`src/rtl/shift_pkg.sv`:
```
// Shared constants for the shared-shifter arbiter: op codes, requester ids
// and the result-register occupancy states.
package shift_pkg;

  localparam logic [1:0] OP_SLL = 2'b00;
  localparam logic [1:0] OP_SRL = 2'b01;
  localparam logic [1:0] OP_SRA = 2'b10;
  localparam logic [1:0] OP_RSV = 2'b11;

  localparam logic REQ_EX  = 1'b0;
  localparam logic REQ_AUX = 1'b1;

  typedef enum logic {
    ST_EMPTY = 1'b0,
    ST_FULL  = 1'b1
  } res_state_e;

endpackage

```
`src/rtl/shift_arbiter_if.sv`:
```
// Request, result and status bundle between the two shift requesters,
// the arbiter and the writeback consumer.
interface shift_arbiter_if #(
  parameter int N = 32
);
  logic         req0_valid_i;
  logic         req0_ready_o;
  logic [N-1:0] req0_a_i;
  logic [N-1:0] req0_b_i;
  logic [1:0]   req0_ope_i;

  logic         req1_valid_i;
  logic         req1_ready_o;
  logic [N-1:0] req1_a_i;
  logic [N-1:0] req1_b_i;
  logic [1:0]   req1_ope_i;

  logic         res_valid_o;
  logic         res_ready_i;
  logic [N-1:0] res_data_o;
  logic         res_id_o;
  logic         busy_o;

  modport master (
    output req0_valid_i, req0_a_i, req0_b_i, req0_ope_i,
    output req1_valid_i, req1_a_i, req1_b_i, req1_ope_i,
    output res_ready_i,
    input  req0_ready_o, req1_ready_o,
    input  res_valid_o, res_data_o, res_id_o, busy_o
  );

  modport slave (
    input  req0_valid_i, req0_a_i, req0_b_i, req0_ope_i,
    input  req1_valid_i, req1_a_i, req1_b_i, req1_ope_i,
    input  res_ready_i,
    output req0_ready_o, req1_ready_o,
    output res_valid_o, res_data_o, res_id_o, busy_o
  );
endinterface

```
`src/rtl/shift_arbiter_shift.sv`:
```
// Combinational barrel shifter: SLL / SRL / SRA, reserved op yields zero.
module shift
  import shift_pkg::*;
#(
  parameter int N   = 32,
  parameter int SHW = $clog2(N)
) (
  input  logic [N-1:0]   a,
  input  logic [SHW-1:0] b,
  input  logic [1:0]     ope,
  output logic [N-1:0]   y
);

  logic signed [N-1:0] a_s;

  assign a_s = $signed(a);

  always_comb begin
    y = '0;
    case (ope)
      OP_SLL:  y = a << b;
      OP_SRL:  y = a >> b;
      OP_SRA:  y = $unsigned(a_s >>> b);
      default: y = '0;
    endcase
  end

endmodule

```
`src/rtl/shift_arbiter.sv`:
```
// Round-robin arbiter sharing one barrel shifter between the execute stage
// and the auxiliary unit, with a registered, tagged, back-pressured result.
module shift_arbiter
  import shift_pkg::*;
#(
  parameter int N   = 32,
  parameter int SHW = $clog2(N)
) (
  input logic           clk_i,
  input logic           rst_i,
  shift_arbiter_if.slave bus
);

  res_state_e     state_p1;
  res_state_e     state_nxt;
  logic           rr_ptr;
  logic           can_accept;
  logic           gnt0;
  logic           gnt1;
  logic           gnt_any;
  logic           gnt_id;
  logic [N-1:0]   sh_a;
  logic [N-1:0]   sh_b_full;
  logic [SHW-1:0] sh_b;
  logic [1:0]     sh_ope;
  logic [N-1:0]   sh_y;
  logic [N-1:0]   res_data_p1;
  logic           res_id_p1;
  logic           vld_p1;
  logic           unused_b_hi;

  assign vld_p1     = (state_p1 == ST_FULL);
  assign can_accept = !vld_p1 || bus.res_ready_i;

  // Grant and occupancy next-state; reset masks grants so no ready leaks out.
  always_comb begin
    gnt0      = 1'b0;
    gnt1      = 1'b0;
    state_nxt = state_p1;
    if (!rst_i && can_accept) begin
      if (bus.req0_valid_i && bus.req1_valid_i) begin
        if (rr_ptr == REQ_EX) gnt0 = 1'b1;
        else                  gnt1 = 1'b1;
      end else if (bus.req0_valid_i) begin
        gnt0 = 1'b1;
      end else if (bus.req1_valid_i) begin
        gnt1 = 1'b1;
      end
    end
    if (gnt0 || gnt1) begin
      state_nxt = ST_FULL;
    end else if (vld_p1 && bus.res_ready_i) begin
      state_nxt = ST_EMPTY;
    end
  end

  assign gnt_any = gnt0 || gnt1;
  assign gnt_id  = gnt1 ? REQ_AUX : REQ_EX;

  assign sh_a      = gnt1 ? bus.req1_a_i   : bus.req0_a_i;
  assign sh_b_full = gnt1 ? bus.req1_b_i   : bus.req0_b_i;
  assign sh_ope    = gnt1 ? bus.req1_ope_i : bus.req0_ope_i;
  // Only the low SHW bits of the amount matter (RISC-V shamt semantics).
  assign sh_b        = sh_b_full[SHW-1:0];
  assign unused_b_hi = ^sh_b_full[N-1:SHW];

  shift #(
    .N   (N),
    .SHW (SHW)
  ) u_shift (
    .a   (sh_a),
    .b   (sh_b),
    .ope (sh_ope),
    .y   (sh_y)
  );

  // Stage p1: result register, tag and round-robin pointer.
  always_ff @(posedge clk_i) begin
    if (rst_i) begin
      state_p1    <= ST_EMPTY;
      rr_ptr      <= REQ_EX;
      res_data_p1 <= '0;
      res_id_p1   <= REQ_EX;
    end else begin
      state_p1 <= state_nxt;
      if (gnt_any) begin
        res_data_p1 <= sh_y;
        res_id_p1   <= gnt_id;
        rr_ptr      <= ~gnt_id;
      end
    end
  end

  assign bus.req0_ready_o = gnt0;
  assign bus.req1_ready_o = gnt1;
  assign bus.res_valid_o  = vld_p1;
  assign bus.res_data_o   = res_data_p1;
  assign bus.res_id_o     = res_id_p1;
  assign bus.busy_o       = vld_p1 && !bus.res_ready_i;

endmodule

```
`src/flat_wrapper.sv`:
```
// flat-port wrapper written by rule: the top's interface ports become plain ports
module shift_arbiter_flat import shift_pkg::*;
#(
  parameter int N   = 32,
  parameter int SHW = $clog2(N)
)
  (clk_i, rst_i, bus_req0_valid_i, bus_req0_a_i, bus_req0_b_i, bus_req0_ope_i, bus_req1_valid_i, bus_req1_a_i, bus_req1_b_i, bus_req1_ope_i, bus_res_ready_i, bus_req0_ready_o, bus_req1_ready_o, bus_res_valid_o, bus_res_data_o, bus_res_id_o, bus_busy_o);
  shift_arbiter_if #(.N(N)) bus_i ();
  input logic clk_i;
  input logic rst_i;
  input wire logic [$bits(bus_i.req0_valid_i)-1:0] bus_req0_valid_i;
  input wire logic [$bits(bus_i.req0_a_i)-1:0] bus_req0_a_i;
  input wire logic [$bits(bus_i.req0_b_i)-1:0] bus_req0_b_i;
  input wire logic [$bits(bus_i.req0_ope_i)-1:0] bus_req0_ope_i;
  input wire logic [$bits(bus_i.req1_valid_i)-1:0] bus_req1_valid_i;
  input wire logic [$bits(bus_i.req1_a_i)-1:0] bus_req1_a_i;
  input wire logic [$bits(bus_i.req1_b_i)-1:0] bus_req1_b_i;
  input wire logic [$bits(bus_i.req1_ope_i)-1:0] bus_req1_ope_i;
  input wire logic [$bits(bus_i.res_ready_i)-1:0] bus_res_ready_i;
  output wire logic [$bits(bus_i.req0_ready_o)-1:0] bus_req0_ready_o;
  output wire logic [$bits(bus_i.req1_ready_o)-1:0] bus_req1_ready_o;
  output wire logic [$bits(bus_i.res_valid_o)-1:0] bus_res_valid_o;
  output wire logic [$bits(bus_i.res_data_o)-1:0] bus_res_data_o;
  output wire logic [$bits(bus_i.res_id_o)-1:0] bus_res_id_o;
  output wire logic [$bits(bus_i.busy_o)-1:0] bus_busy_o;
  assign bus_i.req0_valid_i = bus_req0_valid_i;
  assign bus_i.req0_a_i = bus_req0_a_i;
  assign bus_i.req0_b_i = bus_req0_b_i;
  assign bus_i.req0_ope_i = bus_req0_ope_i;
  assign bus_i.req1_valid_i = bus_req1_valid_i;
  assign bus_i.req1_a_i = bus_req1_a_i;
  assign bus_i.req1_b_i = bus_req1_b_i;
  assign bus_i.req1_ope_i = bus_req1_ope_i;
  assign bus_i.res_ready_i = bus_res_ready_i;
  assign bus_req0_ready_o = bus_i.req0_ready_o;
  assign bus_req1_ready_o = bus_i.req1_ready_o;
  assign bus_res_valid_o = bus_i.res_valid_o;
  assign bus_res_data_o = bus_i.res_data_o;
  assign bus_res_id_o = bus_i.res_id_o;
  assign bus_busy_o = bus_i.busy_o;
  shift_arbiter #(.N(N), .SHW(SHW)) u_core (.clk_i(clk_i), .rst_i(rst_i), .bus(bus_i));
endmodule
```
`config.mk`:
```
export PLATFORM = sky130hd
export DESIGN_NAME = shift_arbiter_flat
export DESIGN_NICKNAME = d
export VERILOG_FILES = /design/src/rtl/shift_pkg.sv /design/src/rtl/shift_arbiter_if.sv /design/src/rtl/shift_arbiter_shift.sv /design/src/rtl/shift_arbiter.sv /design/src/flat_wrapper.sv
export SDC_FILE = /design/constraint.sdc
export NUM_CORES = 1
export LEC_CHECK = 0
export CORE_ASPECT_RATIO = 0.8
export CORE_MARGIN = 5
export CORE_UTILIZATION = 40
export DETAILED_ROUTE_END_ITERATION = 8
export HOLD_SLACK_MARGIN = 0.02
export SLEW_MARGIN = 20
export SYNTH_ARGS = -nofsm -noshare
export SYNTH_HDL_FRONTEND = slang
export SYNTH_SLANG_ARGS = --single-unit
```
`constraint.sdc`:
```
create_clock -name clk_i -period 6 [get_ports clk_i]
set_input_delay 0.6 -clock clk_i [delete_from_list [all_inputs] [get_ports clk_i]]
set_output_delay 0.6 -clock clk_i [all_outputs]
set_load 0.02 [all_outputs]
```
==> flow_summary.ini <==
[outcome]
status = finished, final reports clean

[logic_synthesis]
ys.flop_type = dfxtp_1
synth.yosys.seq_area_share = 0.0829
synth_nets = 1131
ys_warn_count = 0
async_flop_share = 0
yosysUniqueCellTypes = 83
syn_inst = 994
synth_edf_count = 0
syn-cell-area_mm2 = 0.00845
ys_ff_latch = 35
avgSynthCellArea_um2 = 8.50

[route]
viasPerCell = 6.99
drc = 0
wl_mm = 36.6
wl_per_cell_um = 27.8
drt_iter0_drc = 1518
vias = 9189
first_pass_iters = 7
drtAntennaViolNets = 0

[clocking]
cts_inserted_buffers = 5
htreeDepth = 2
hold_buffers = 0
cts_tree = built
post_cts_buffers = 0
root_buffer = clkbuf_16
worstSkewPairLatency_ns = 0.29
cts-resized-gates = 0
clkTransAtPathRegs_ns = 0.06
cts.sinks = 35
clockBufferDepth = 2

[sta]
fmax_mhz = 236
worst_pin_slew_ns = 1.04
hold_violations = 0
rsz0062_at_grt = false
finalSetupViolations = 0
clock_skew_ns = 0.00587
slew_viol_final = 0
fin_crit_ns = 4.23
fin_ws_ns = 1.77
tns_ns = 0
period_share = 0.706
relSlewSlack = 0.305

[worst_hold_path]
hold_path_class = reg -> reg

[floorplan]
die_area_mm2 = 0.0242
die_w_um = 173
rows = 47
io_pins = 174
die_h_um = 140
start_util = 0.407
core_area_mm2 = 0.0208

[grt]
grt_pass1_vias = 8587
antenna_found_initial = 0
grt_use_total = 0.286
grt_overflow_total = 0
grt_pass1_wl_mm = 54.9
grt_max_degree = 78

[placed_design]
dp_hpwl_mm = 28.0
gp_congestion = 1.00
place_area_mm2 = 0.00946
io_buffers = 119
place_ws_ns = 1.75

[layout]
nNetsFinal = 1182
num-fill-cells = 2076
n_antenna_cell = 0
design_area_mm2 = 0.00961
drive_above_1_share = 0.181
final_core_util = 0.463
syn2layout_area_growth_pct = 13.7

[worst_setup_path]
worst-path-max-fanout = 31
endpoint_kind = flip-flop
startpoint_type = primary input
cp.arrival_ns = 4.40
crit_required_ns = 6.16
critPathKind = in -> reg

[power_and_ir_drop]
power_density_mw_per_mm2 = 153
p_leak_nw = 3.63
power.switching_mw = 0.685
power_frac_comb = 0.638
p_int_mw = 0.781
vdd_drop_max_mv = 0.113
p_sw_frac = 0.467
seqPwrFrac = 0.180
power.total_mw = 1.47
clockPowerShare = 0.182

[flow_run]
maxCapViolations = 0
per-stage QoR:
step                hold WS [ns]  std cells
floorplan                  0.504        994
global placement           0.445       1307
detailed placement         0.444       1307
CTS                        0.456       1314
global route               0.485       1314
finish                     0.449       1314
critical path, stage by stage:
cell,delay (ns)
clkdlybuf4s50_1,0.89
inv_2,0.49
a41oi_2,0.25
a21oi_4,1.00
mux2i_1,0.32
mux2_2,0.33
a211oi_1,0.36
o21ai_0,0.13
flip-flops by register name (all words and copies together) (netlist names):
signal	cells
u_core.bus.res_id_o	1
u_core.bus.res_valid_o	1
u_core.rr_ptr	1
u_core.bus.res_data_o	32
area by class of cell:
class,instances,area (um^2),share of cell area
Timing Repair Buffer,143,1380,0.143
Clock buffer,6,139,0.0145
Clock inverter,1,5.00,0.000521
Inverter,12,50.0,0.00521
Sequential cell,35,701,0.0729
Multi-Input combinational cell,848,7000,0.728
Tap cell,269,337,0.0350
cells by family (layout without fill, tap and decap cells):
group / after synthesis / in the layout / synth area share
XOR/XNOR: 2 / 2 / 0.00207
multiplexers: 285 / 285 / 0.414
buffers and inverters: 111 / 162 / 0.0918
AO/OA/AOI/OAI: 302 / 302 / 0.264
AND/OR/NAND/NOR: 259 / 259 / 0.145
flip-flops: 35 / 35 / 0.0829
power groups by stage:
stage / clock [mW] / sequential [mW] / combinational [mW]
3_3_place_gp: 0 / 0.269 / 0.901
5_1_grt: 0.282 / 0.267 / 0.977
2_1_floorplan: 0 / 0.289 / 0.570
6_report: 0.267 / 0.264 / 0.936
3_5_place_dp: 0 / 0.269 / 0.901
4_1_cts: 0.272 / 0.264 / 0.905
placed cells by master, fill, tap and decap left out, types with 14 or more instances in the layout:
master,synthesis,routed
nor3_1,19,18
nand3_1,19,19
dfxtp_1,35,35
a21oi_1,65,65
o221ai_1,15,15
nand2_1,90,90
nor2_1,68,67
mux2i_1,144,144
mux4_2,28,28
nand2b_1,14,14
a211oi_1,19,19
o21ai_0,34,33
buf_4,19,23
clkdlybuf4s50_1,0,115
o211ai_1,17,17
mux2_2,88,88
a32oi_1,14,14
metal layers:
| layer | share of wire | GRT usage | vias up | wire length, um |
|---|---|---|---|---|
| met4 | 0.040 | 0.0913 | 0 | 1450 |
| met3 | 0.12 | 0.0644 | 105 | 4230 |
| met2 | 0.42 | 0.432 | 608 | 15500 |
| met5 | 0 | 0 | - | 0 |
| li1 | - | - | 4055 | - |
| met1 | 0.42 | 0.404 | 4421 | 15400 |
path summary, 6_finish.rpt:
kind | startpoint | cells after the start | slack [ns] | end
min reg2reg | u_core.bus.res_data_o[10]$_SDFFE_PP0P_ | 2 | 0.45 | u_core.bus.res_data_o[10]$_SDFFE_PP0P_
max reg2reg | u_core.bus.res_valid_o$_SDFFE_PP0P_ | 9 | 2.52 | u_core.bus.res_data_o[16]$_SDFFE_PP0P_
max | bus_req0_b_i[2] | 8 | 1.77 | u_core.bus.res_data_o[23]$_SDFFE_PP0P_
min | u_core.bus.res_data_o[10]$_SDFFE_PP0P_ | 2 | 0.45 | u_core.bus.res_data_o[10]$_SDFFE_PP0P_
cell usage after synthesis, drive strengths merged, types with 11 or more instances:
cell type    n  share of area
a221oi      11          0.011
dfxtp       35          0.083
a32oi       14          0.015
buf         80          0.077
o21ai       42          0.025
o32ai       14          0.015
nand3       19          0.011
a211oi      23          0.023
inv         11         0.0055
nor3        20          0.012
a21oi       66          0.040
o221ai      15          0.016
nand2       90          0.040
o211ai      17          0.015
mux2i      157           0.20
mux4        33          0.090
nand2b      15          0.012
clkbuf      19         0.0086
mux2        95           0.13
nor2        68          0.030
Note: power is estimated with default switching activity, not from simulation.
